**src/rtl/crg_pkg.sv**
```systemverilog
// Shared clock/reset-generation types: sequencer state encoding and default widths.
package crg_pkg;

   typedef enum logic [1:0] {
      SEQ_IDLE,
      SEQ_COUNT,
      SEQ_DONE
   } seq_state_e;

   localparam int CRG_CNT_W = 8;

endpackage

```
**src/rtl/rst_seq_cnt.sv**
```systemverilog
// Loadable down-counter that stops at zero; zero_o flags the terminal count.
module rst_seq_cnt #(
   parameter int CNT_W = 8
) (
   input  logic             clk,
   input  logic             rst,
   input  logic             load_i,
   input  logic [CNT_W-1:0] load_val_i,
   output logic             zero_o
);

   logic [CNT_W-1:0] cnt_q;

   // Load wins over decrement; decrement is gated at zero so the count never wraps.
   always_ff @(posedge clk or negedge rst) begin
      if (!rst) begin
         cnt_q <= '0;
      end else if (load_i) begin
         cnt_q <= load_val_i;
      end else if (cnt_q != '0) begin
         cnt_q <= cnt_q - CNT_W'(1);
      end
   end

   assign zero_o = (cnt_q == '0);

endmodule

```
**src/rtl/rst_seq_ctrl.sv**
```systemverilog
// Reset-release sequencer: deasserts NUM_DOMAINS active-low domain resets one at a
// time in index order, each after its own latched cycle delay.
module rst_seq_ctrl
   import crg_pkg::*;
#(
   parameter int NUM_DOMAINS = 4,
   parameter int CNT_W       = CRG_CNT_W
) (
   input  logic                           clk,
   input  logic                           rst,
   input  logic                           start_i,
   input  logic                           abort_i,
   input  logic [NUM_DOMAINS*CNT_W-1:0]   dly_i,
   output logic [NUM_DOMAINS-1:0]         rst_n_o,
   output logic                           busy_o,
   output logic                           done_o,
   output logic [$clog2(NUM_DOMAINS)-1:0] stage_o,
   output seq_state_e                     dbg_state_o
);

   localparam int               STG_W    = $clog2(NUM_DOMAINS);
   localparam int               LAST     = NUM_DOMAINS - 1;
   localparam logic [STG_W-1:0] LAST_STG = STG_W'(LAST);

   seq_state_e       state_q;
   logic [STG_W-1:0] stage_q;
   logic [CNT_W-1:0] dly_q [NUM_DOMAINS];

   logic             cnt_zero;
   logic             cnt_load;
   logic [CNT_W-1:0] cnt_val;
   logic [CNT_W-1:0] nxt_dly;
   logic             release_now;

   // Delay for the stage that follows the one currently being timed.
   always_comb begin
      nxt_dly = '0;
      for (int k = 0; k < LAST; k++) begin
         if (stage_q == STG_W'(k)) begin
            nxt_dly = dly_q[k+1];
         end
      end
   end

   assign release_now = (state_q == SEQ_COUNT) && cnt_zero;

   // Stage 0 loads straight from dly_i because dly_q is being written on the same edge.
   always_comb begin
      cnt_load = 1'b0;
      cnt_val  = '0;
      if (abort_i) begin
         cnt_load = 1'b1;
      end else if ((state_q == SEQ_IDLE) && start_i) begin
         cnt_load = 1'b1;
         cnt_val  = dly_i[CNT_W-1:0];
      end else if (release_now && (stage_q != LAST_STG)) begin
         cnt_load = 1'b1;
         cnt_val  = nxt_dly;
      end
   end

   rst_seq_cnt #(
      .CNT_W (CNT_W)
   ) u_cnt (
      .clk        (clk),
      .rst        (rst),
      .load_i     (cnt_load),
      .load_val_i (cnt_val),
      .zero_o     (cnt_zero)
   );

   always_ff @(posedge clk or negedge rst) begin
      if (!rst) begin
         state_q <= SEQ_IDLE;
         stage_q <= '0;
         rst_n_o <= '0;
         for (int k = 0; k < NUM_DOMAINS; k++) begin
            dly_q[k] <= '0;
         end
      end else if (abort_i) begin
         state_q <= SEQ_IDLE;
         stage_q <= '0;
         rst_n_o <= '0;
      end else begin
         case (state_q)
            SEQ_IDLE: begin
               if (start_i) begin
                  for (int k = 0; k < NUM_DOMAINS; k++) begin
                     dly_q[k] <= dly_i[k*CNT_W +: CNT_W];
                  end
                  stage_q <= '0;
                  state_q <= SEQ_COUNT;
               end
            end
            SEQ_COUNT: begin
               if (cnt_zero) begin
                  rst_n_o[stage_q] <= 1'b1;
                  if (stage_q == LAST_STG) begin
                     state_q <= SEQ_DONE;
                  end else begin
                     stage_q <= stage_q + STG_W'(1);
                  end
               end
            end
            SEQ_DONE: begin
               state_q <= SEQ_DONE;
            end
            default: begin
               state_q <= SEQ_IDLE;
            end
         endcase
      end
   end

   assign busy_o      = (state_q == SEQ_COUNT);
   assign done_o      = (state_q == SEQ_DONE);
   assign stage_o     = stage_q;
   assign dbg_state_o = state_q;

endmodule
```
**config.mk**
```make
export PLATFORM = sky130hd
export DESIGN_NAME = rst_seq_ctrl
export DESIGN_NICKNAME = d
export VERILOG_FILES = /design/src/rtl/crg_pkg.sv /design/src/rtl/rst_seq_cnt.sv /design/src/rtl/rst_seq_ctrl.sv
export SDC_FILE = /design/constraint.sdc
export NUM_CORES = 1
export LEC_CHECK = 0
export ABC_AREA = 1
export CAP_MARGIN = 20
export CELL_PAD_IN_SITES_DETAIL_PLACEMENT = 0
export CELL_PAD_IN_SITES_GLOBAL_PLACEMENT = 2
export CORE_ASPECT_RATIO = 1.2
export CORE_UTILIZATION = 33
export DETAILED_ROUTE_END_ITERATION = 7
export MAX_ROUTING_LAYER = met4
export PLACE_DENSITY = 0.89
export RECOVER_POWER = 50
export SYNTH_ARGS = -nofsm -noshare
export SYNTH_HDL_FRONTEND = slang
export SYNTH_SLANG_ARGS = --single-unit
export TNS_END_PERCENT = 20
```
**constraint.sdc**
```tcl
create_clock -name clk -period 5.18 [get_ports clk]
set_clock_uncertainty 0.1 [all_clocks]
set_input_delay 1.036 -clock clk [delete_from_list [all_inputs] [get_ports clk]]
set_output_delay 1.036 -clock clk [all_outputs]
set_load 0.05 [all_outputs]
```
Word level (Yosys, flattened, before mapping). Index checks and enable logic that the tools add are counted.

Input port bits: 36. Bits in registers: 40. Output and inout bits: 10.

Equality and inequality tests: 10. Reductions and logical operators: 16. Bitwise logic cells: 2. Multiplexer cells: 26. $add $sub $neg: 2. Order comparisons: 2.

Operators with widths (count): 8-bit two-way mux (8); 2-bit two-way mux (8); 4-bit two-way mux (3); 8-bit zero test (1); 8-bit nonzero test (1); 8-bit by 1-bit subtractor with 8-bit output (second input constant) (1); 2-bit == test (second input constant) (3); 3-bit by 2-bit != test with 1-bit output (second input constant) (2); 3-bit != test (second input constant) (2); 2-bit one-hot mux with 3 select lines (1); 3-bit AND reduction (2); 2-bit nonzero test (3); 2-bit by 1-bit == test with 1-bit output (second input constant) (2); 1-bit logical AND (4); 2-bit zero test (2); 1-bit two-way mux (4); 4-bit bitwise OR (1); 2-bit one-hot mux with 2 select lines (1); 4-bit AND reduction (1); 2-bit by 3-bit less-than comparator with 1-bit output (second input constant) (1); 3-bit nonzero test (1); 2-bit by 1-bit adder with 2-bit output (second input constant) (1); 1-bit demux with 2-bit select (1); 2-bit by 1-bit greater-or-equal comparator with 1-bit output (second input constant) (1); 3 further kinds (3).

Longest topological paths before layout. Gate-level depths: netlist of run 1.

Word-level depth: 8. Gate-level depth with buffers: 10. Mapped depth without buffers: 10.

Cells and area by module. From an unflattened synthesis of run 1, not the netlist that was laid out.

Cells, all modules: 312. Area, all modules: 2285.9 um^2.

By module, submodules not included: rst_seq_ctrl (instances 1, cells each 241, area each 1754.2 um^2); rst_seq_cnt (instances 1, cells each 71, area each 531.8 um^2).

Least setup slack after synthesis of run 1. Ideal clock, no wire load.

Kind: register to output. From: reg state_q[1] (netlist: dbg_state_o[1]). To: out busy_o. Stages on the path, launching flop included: 3. Arrival time: 1.266 ns. Path buffers: 0. Slack: 2.778 ns. Required time: 4.044 ns. Cell sequence: dfrtp_1 > inv_1 > ha_1.

Cells in the longest elaborated chain, start to end: 1.

RTL lines: from (decl) (RTL line rst_seq_ctrl.sv:25) `seq_state_e state_q;`; from (signal assigned) (RTL line rst_seq_ctrl.sv:74) `state_q <= SEQ_IDLE;`; from (signal assigned) (RTL line rst_seq_ctrl.sv:81) `state_q <= SEQ_IDLE;`; from (signal assigned) (RTL line rst_seq_ctrl.sv:92) `state_q <= SEQ_COUNT;`; 2-bit by 1-bit == test with 1-bit output (RTL line rst_seq_ctrl.sv:115) `assign busy_o = (state_q == SEQ_COUNT);`; to (decl) (RTL line rst_seq_ctrl.sv:15) `output logic busy_o,`.

Every way passes these cells.

Final worst setup path of run 1. Same ends and word-level chain as after synthesis.

==> impl_metrics.sql, run 1 <==
INSERT INTO impl_metrics (metric_group, metric, value, unit) VALUES
('outcome', 'run_status', 'finished with violations', ''),
('outcome', 'violations_in_the_final_reports', 'max-capacitance violations, max-slew violations', ''),
('final_layout', 'post-route-util', '43.3', '%'),
('clock_network', 'htree_num_levels', '2', ''),
('clock_network', 'postCtsSetupRepairBufs', '0', ''),
('synth', 'synth.yosys.seq_area_share', '44.9', '%'),
('floorplan', 'design.portCount', '46', ''),
('global_routing', 'grt.overflow.total', '0', ''),
('detailed_routing', 'drt-pass1-iter-count', '4', ''),
('floorplan', 'placeableCoreArea', '6490', 'um2'),
('placed_design', 'place.detailed.hpwl', '3560', 'um'),
('placed_design', 'globalplace.congestion', '0.739', ''),
('sta', 'timing_hold_violations_final', '0', ''),
('setup_path', 'timing.reg2reg.setup_slack', '3010', 'ps'),
('sta', 'report.final.setup_viol', '0', ''),
('floorplan', 'floorplan.die_area', '7090', 'um2'),
('final_layout', 'n_antenna_cell', '0', ''),
('detailed_routing', 'dr.first_iter.drc_count', '56', ''),
('floorplan', 'floorplan.rows', '32', ''),
('clock_network', 'cts_sinks', '40', ''),
('detailed_routing', 'wl_per_cell', '12.3', 'um'),
('detailed_routing', 'routed_wl', '4620', 'um'),
('sta', 'timing.final.crit_share', '59.4', '%'),
('detailed_routing', 'drtAntennaViolNets', '0', ''),
('detailed_routing', 'via_count', '1684', ''),
('pwr', 'leakagePower', '1.25', 'nW'),
('sta', 'worst_slew_margin_rel', '-41.7', '%'),
('clock_network', 'postCtsResizedCells', '0', ''),
('synth', 'synth_top_area_share', '44.9', '%'),
('sta', 'timing.final.max_slew_violations', '41', ''),
('synth', 'synth_area_leaders', 'sky130_fd_sc_hd__dfrtp_1, sky130_fd_sc_hd__mux2_2, sky130_fd_sc_hd__nand2_1, sky130_fd_sc_hd__inv_1, sky130_fd_sc_hd__ha_1', ''),
('setup_path', 'endpoint_kind', 'output pin', ''),
('clock_network', 'hold_buffers', '0', ''),
('sta', 'hold_ws', '404', 'ps'),
('floorplan', 'dieWidth', '77.0', 'um'),
('clock_network', 'clkSlewWorstSetupHoldPaths', '80', 'ps'),
('global_routing', 'grt_pass1_vias', '1689', ''),
('clock_network', 'cts_tree', 'built', ''),
('sta', 'fmaxAchievable', '0.325', 'GHz'),
('worst_hold_path', 'type_of_the_tightest_min_delay_check', 'register to register', ''),
('floorplan', 'initial_core_util', '34.4', '%'),
('synth', 'synth-main-ff-cell', 'sky130_fd_sc_hd__dfrtp_1', ''),
('synth', 'flip_flop_and_latch_count_after_synthesis', '40', ''),
('synth', 'yosysTopAreaCell', 'sky130_fd_sc_hd__dfrtp_1', ''),
('final_layout', 'layout_cells_sized_above_1', '15.9', '%'),
('synth', 'syn-num-nets', '287', ''),
('synth', 'netlist_instances', '243', ''),
('flow_run', 'drv.max_cap_violation_count', '1', ''),
('synth', 'synth.distinct_cells', '25', ''),
('setup_path', 'crit_type', 'register to output pin', ''),
('synth', 'yosys_warnings', '0', ''),
('floorplan', 'die_height', '92.0', 'um'),
('placed_design', 'placement.io_buffers', '45', ''),
('pwr', 'vdd.ir_drop.worst', '0.205', 'mV'),
('detailed_routing', 'detail_route.drc_violations', '0', ''),
('synth', 'synth_enable_flop_cells', '0', ''),
('final_layout', 'finalNetCount', '333', ''),
('global_routing', 'initial_antenna_violation_count', '0', ''),
('setup_path', 'crit_arrival', '1940', 'ps'),
('synth', 'syn_area_per_cell', '9.18', 'um2'),
('setup_path', 'worst_setup_path_start_kind', 'register', ''),
('sta', 'timing_worst_slew_pin_value', '2130', 'ps'),
('global_routing', 'track_usage', '14.9', '%'),
('detailed_routing', 'post_drt_via_cell_ratio', '4.49', ''),
('synth', 'synthMostInstantiatedCell', 'sky130_fd_sc_hd__nand2_1', ''),
('clock_network', 'tritoncts_buffer_count', '5', ''),
('synth', 'synth_area', '2230', 'um2'),
('sta', 'grt_setup_unrepaired', 'false', ''),
('pwr', 'powerDensity', '526', 'nW/um2'),
('final_layout', 'area_growth_syn_to_layout', '25.9', '%'),
('clock_network', 'clk_path_buf_depth', '2', ''),
('clock_network', 'worst_skew_pair.late_latency', '290', 'ps'),
('clock_network', 'clock-root-buffer', 'sky130_fd_sc_hd__clkbuf_8', ''),
('setup_path', 'crit_path_max_fanout', '5', ''),
('synth', 'synth_async_sr_flop_share', '100', '%'),
('setup_path', 'required', '4040', 'ps'),
('sta', 'timing.final.crit_period', '3080', 'ps'),
('synth', 'post_synth_most_frequent_cells', 'sky130_fd_sc_hd__nand2_1, sky130_fd_sc_hd__dfrtp_1, sky130_fd_sc_hd__inv_1', ''),
('global_routing', 'maximum_number_of_pins_on_one_net_before_global_route_repair', '41', ''),
('global_routing', 'wire_length_of_the_first_global_routing_pass', '8080', 'um'),
('sta', 'setup-tns-final', '0', 'ps');
==> per-stage QoR <==
step	total power, mW	area, um2	setup WS (ps)	instances
after floorplan	1.11	2230	2780	243
after global placement	1.29	2740	2160	367
after detailed placement	1.30	2740	2120	367
after CTS	1.53	2830	2090	375
after global routing	1.61	2810	2030	375
final	1.48	2810	2100	375
==> cells by family after synthesis <==
| family | share of synthesized area, % |
|---|---|
| compound gates | 12.6 |
| xor+xnor | 1.18 |
| mux | 12.1 |
| flops | 44.9 |
| simple gates | 16.8 |
| buf+inv | 7.91 |
| fa+ha+maj | 4.49 |
==> area by class of cell <==
| type | count | area [um2] |
|---|---|---|
| clock inverters | 1 | 7.51 |
| repair buffers | 45 | 444 |
| well taps | 85 | 106 |
| inverters | 35 | 134 |
| multi-input cells | 162 | 1030 |
| clock buffers | 7 | 86.3 |
| flip-flops and latches | 40 | 1000 |
| fillers | 696 | 3680 |
==> worst max-delay path, cell delays in order, from the launching register on <==
cell and delay (ps):
sky130_fd_sc_hd__dfrtp_1 440, sky130_fd_sc_hd__inv_1 100, sky130_fd_sc_hd__ha_1 270, sky130_fd_sc_hd__clkdlybuf4s50_1 840
==> report_power, final <==
group	internal [mW]	switching, mW
clock network	0.108	0.110
logic	0.304	0.427
registers	0.450	0.0789
total	0.861	0.616
==> flip-flops by register name, summed over array words and instances (netlist names) <==
register	count
stage_o	2
u_cnt.cnt_q	8
dly_q	24
dbg_state_o	2
rst_n_o	4
==> cells in the final DEF, fill, tap and decap left out <==
master / n
sky130_fd_sc_hd__nand2_1: 46
sky130_fd_sc_hd__clkdlybuf4s50_1: 44
sky130_fd_sc_hd__dfrtp_1: 40
sky130_fd_sc_hd__inv_1: 32
sky130_fd_sc_hd__mux2_2: 24
sky130_fd_sc_hd__nor2_1: 20
sky130_fd_sc_hd__a21oi_1: 18
sky130_fd_sc_hd__o21ai_0: 13
sky130_fd_sc_hd__o21bai_1: 8
sky130_fd_sc_hd__ha_1: 8
sky130_fd_sc_hd__nand3_1: 7
sky130_fd_sc_hd__a21oi_2: 6
sky130_fd_sc_hd__clkbuf_8: 6
sky130_fd_sc_hd__xor2_1: 3
sky130_fd_sc_hd__inv_2: 2
sky130_fd_sc_hd__nand2_2: 2
sky130_fd_sc_hd__clkbuf_1: 2
sky130_fd_sc_hd__nor2_2: 1
sky130_fd_sc_hd__nor2_4: 1
sky130_fd_sc_hd__nand4_4: 1
sky130_fd_sc_hd__nand2_4: 1
sky130_fd_sc_hd__inv_4: 1
sky130_fd_sc_hd__o21ai_1: 1
sky130_fd_sc_hd__a22oi_1: 1
sky130_fd_sc_hd__nand4_1: 1
sky130_fd_sc_hd__clkinvlp_4: 1
==> routing by layer <==
layer	share of wire, %	GRT usage [%]	routed length, um	vias to the layer above
met1	43	18.8	2000	775
met5	0	-	0	-
met4	1.7	5.19	79	0
li1	-	-	-	872
met2	52	23.9	2380	31
met3	3.3	2.69	154	6
==> final timing paths <==
kind / from / endpoint / cells after the start
max: dbg_state_o[1] / busy_o / 3
min: dly_q[7] / dly_q[7] / 1
max reg2reg: dbg_state_o[1] / dly_q[16] / 6
min reg2reg: dly_q[7] / dly_q[7] / 1
max in group asynchronous: rst / dly_q[19] / 1
min in group asynchronous: rst / stage_o[1] / 1
Power figures use the tool's default switching activity.
==> run 2: changes to the inputs <==
CORE_UTILIZATION = 31   (was 33)
PLACE_DENSITY = 0.85   (was 0.89)
clock period = 3 ns   (was 5.18 ns; I/O delays follow)
==> run 2 against run 1 <==
The run still ends with max-capacitance violations, max-slew violations left. Cell count rose by 0.80%. Largest cell class unchanged. Hold slack gained 1.5 ps. Core utilization decreased by 2.2 points. Clock power rose by 120%. Sequential share of layout area decreased by 0.32 points.
==> impl_metrics.sql, run 2 (same netlist as run 1, synthesis figures left out) <==
INSERT INTO impl_metrics (metric_group, metric, value, unit) VALUES
('pwr', 'leakagePower', '1.27', 'nW'),
('clock_network', 'clock-root-buffer', 'sky130_fd_sc_hd__clkbuf_8', ''),
('clock_network', 'postCtsSetupRepairBufs', '0', ''),
('sta', 'timing.final.crit_share', '86.7', '%'),
('sta', 'report.final.setup_viol', '0', ''),
('floorplan', 'design.portCount', '46', ''),
('global_routing', 'initial_antenna_violation_count', '0', ''),
('clock_network', 'cts_sinks', '40', ''),
('pwr', 'power', '2.64', 'mW'),
('global_routing', 'maximum_number_of_pins_on_one_net_before_global_route_repair', '41', ''),
('worst_hold_path', 'type_of_the_tightest_min_delay_check', 'register to register', ''),
('clock_network', 'cts_tree', 'built', ''),
('global_routing', 'wire_length_of_the_first_global_routing_pass', '7910', 'um'),
('clock_network', 'clkSlewWorstSetupHoldPaths', '80', 'ps'),
('sta', 'fmaxAchievable', '0.384', 'GHz'),
('setup_path', 'crit_arrival', '1900', 'ps'),
('clock_network', 'tritoncts_buffer_count', '5', ''),
('outcome', 'run_status', 'finished with violations', ''),
('final_layout', 'finalNetCount', '334', ''),
('final_layout', 'largest-register', 'dly_q', ''),
('floorplan', 'dieWidth', '79.4', 'um'),
('setup_path', 'required', '2300', 'ps'),
('placed_design', 'placement.io_buffers', '45', ''),
('placed_design', 'dpl_cell_area', '2750', 'um2'),
('setup_path', 'worst_setup_path_start_kind', 'register', ''),
('pwr', 'powerDensity', '931', 'nW/um2'),
('sta', 'worst_slew_margin_rel', '-43.3', '%'),
('final_layout', 'highest_count_cells_in_the_layout_ignoring_fill_and_taps', 'sky130_fd_sc_hd__nand2_1, sky130_fd_sc_hd__clkdlybuf4s50_1, sky130_fd_sc_hd__dfrtp_1', ''),
('detailed_routing', 'wl_per_cell', '12.5', 'um'),
('sta', 'setup-tns-final', '0', 'ps'),
('detailed_routing', 'dr.first_iter.drc_count', '68', ''),
('final_layout', 'design_area', '2830', 'um2'),
('sta', 'timing_hold_violations_final', '0', ''),
('pwr', 'vdd.ir_drop.worst', '0.318', 'mV'),
('flow_run', 'drv.max_cap_violation_count', '1', ''),
('global_routing', 'grt.overflow.total', '0', ''),
('final_layout', 'final_common_cell', 'sky130_fd_sc_hd__nand2_1', ''),
('detailed_routing', 'via_count', '1674', ''),
('final_layout', 'n_antenna_cell', '0', ''),
('final_layout', 'nFillCells', '706', ''),
('setup_path', 'crit_path_max_fanout', '5', ''),
('sta', 'grt_setup_unrepaired', 'false', ''),
('floorplan', 'initial_core_util', '32.3', '%'),
('floorplan', 'die_height', '94.9', 'um'),
('final_layout', 'layout_cells_sized_above_1', '16.5', '%'),
('outcome', 'violations_in_the_final_reports', 'max-capacitance violations, max-slew violations', ''),
('placed_design', 'place.detailed.hpwl', '3600', 'um'),
('setup_path', 'endpoint_kind', 'output pin', ''),
('detailed_routing', 'routed_wl', '4710', 'um'),
('floorplan', 'placeableCoreArea', '6900', 'um2'),
('final_layout', 'largest_register_ff_count', '24', ''),
('placed_design', 'globalplace.congestion', '0.740', ''),
('sta', 'timing.final.crit_period', '2600', 'ps'),
('clock_network', 'worst_skew_pair.late_latency', '300', 'ps'),
('detailed_routing', 'drt-pass1-iter-count', '4', ''),
('clock_network', 'hold_buffers', '0', ''),
('detailed_routing', 'detail_route.drc_violations', '0', ''),
('sta', 'timing_worst_slew_pin_value', '2150', 'ps'),
('setup_path', 'crit_type', 'register to output pin', ''),
('detailed_routing', 'post_drt_via_cell_ratio', '4.43', ''),
('floorplan', 'floorplan.rows', '33', ''),
('sta', 'timing.final.max_slew_violations', '41', ''),
('final_layout', 'biggestRegsByFlops', 'dly_q: 24 flops, u_cnt.cnt_q: 8 flops, rst_n_o: 4 flops', ''),
('final_layout', 'area_growth_syn_to_layout', '27.0', '%'),
('clock_network', 'clk_path_buf_depth', '2', ''),
('detailed_routing', 'drtAntennaViolNets', '0', ''),
('clock_network', 'htree_num_levels', '2', ''),
('clock_network', 'postCtsResizedCells', '0', ''),
('global_routing', 'grt_pass1_vias', '1690', ''),
('floorplan', 'floorplan.die_area', '7540', 'um2'),
('global_routing', 'track_usage', '14.3', '%');
-- run 2: critical path, cell delays in order (launching register included) --
cell and delay (ps):
sky130_fd_sc_hd__dfrtp_1 440, sky130_fd_sc_hd__inv_1 100, sky130_fd_sc_hd__ha_1 230, sky130_fd_sc_hd__clkdlybuf4s50_1 830
-- run 2: final cells by class --
cell class	count	area, um2	area share [%]
Multi-Input combinational cell	162	1020	35.9
Tap cell	87	109	3.84
Sequential cell	40	1000	35.3
Inverter	35	134	4.73
Clock buffer	6	82.6	2.92
Timing Repair Buffer	46	452	15.9
Clock inverter	2	38.8	1.37
-- run 2: layer usage --
layer / global-route usage, % / vias up / share of wire [%]
met4: 5.91 / 0 / 1.9
met5: - / - / 0
met2: 22.9 / 35 / 48
li1: - / 874 / -
met3: 2.32 / 5 / 3.0
met1: 17.8 / 760 / 47
-- run 2: where the power goes --
| part | internal (mW) | switching, mW |
|---|---|---|
| clock | 0.272 | 0.208 |
| sequential | 0.776 | 0.135 |
| combinational | 0.522 | 0.724 |
| total | 1.57 | 1.07 |
-- run 2: per-stage QoR --
| stage | setup slack (ps) | utilization (%) | cells | hold WS (ps) |
|---|---|---|---|---|
| after floorplan | 806 | - | 243 | 204 |
| after global placement | 594 | 39.9 | 370 | 382 |
| after detailed placement | 578 | 39.9 | 370 | 388 |
| after CTS | 316 | 41.6 | 378 | 351 |
| after global routing | 325 | 41.1 | 378 | 423 |
| final | 398 | 41.1 | 378 | 406 |
-- run 2: final timing paths --
check	from	to	slack, ps	depth (start not counted)
worst min-delay path	dly_q[0]	dly_q[0]	410	1
worst min register to register	dly_q[0]	dly_q[0]	410	1
worst max-delay path	dbg_state_o[1]	busy_o	400	3
min in group asynchronous	rst	stage_o[1]	820	1
worst max register to register	u_cnt.cnt_q[0]	u_cnt.cnt_q[7]	770	8
max in group asynchronous	rst	dly_q[8]	760	1
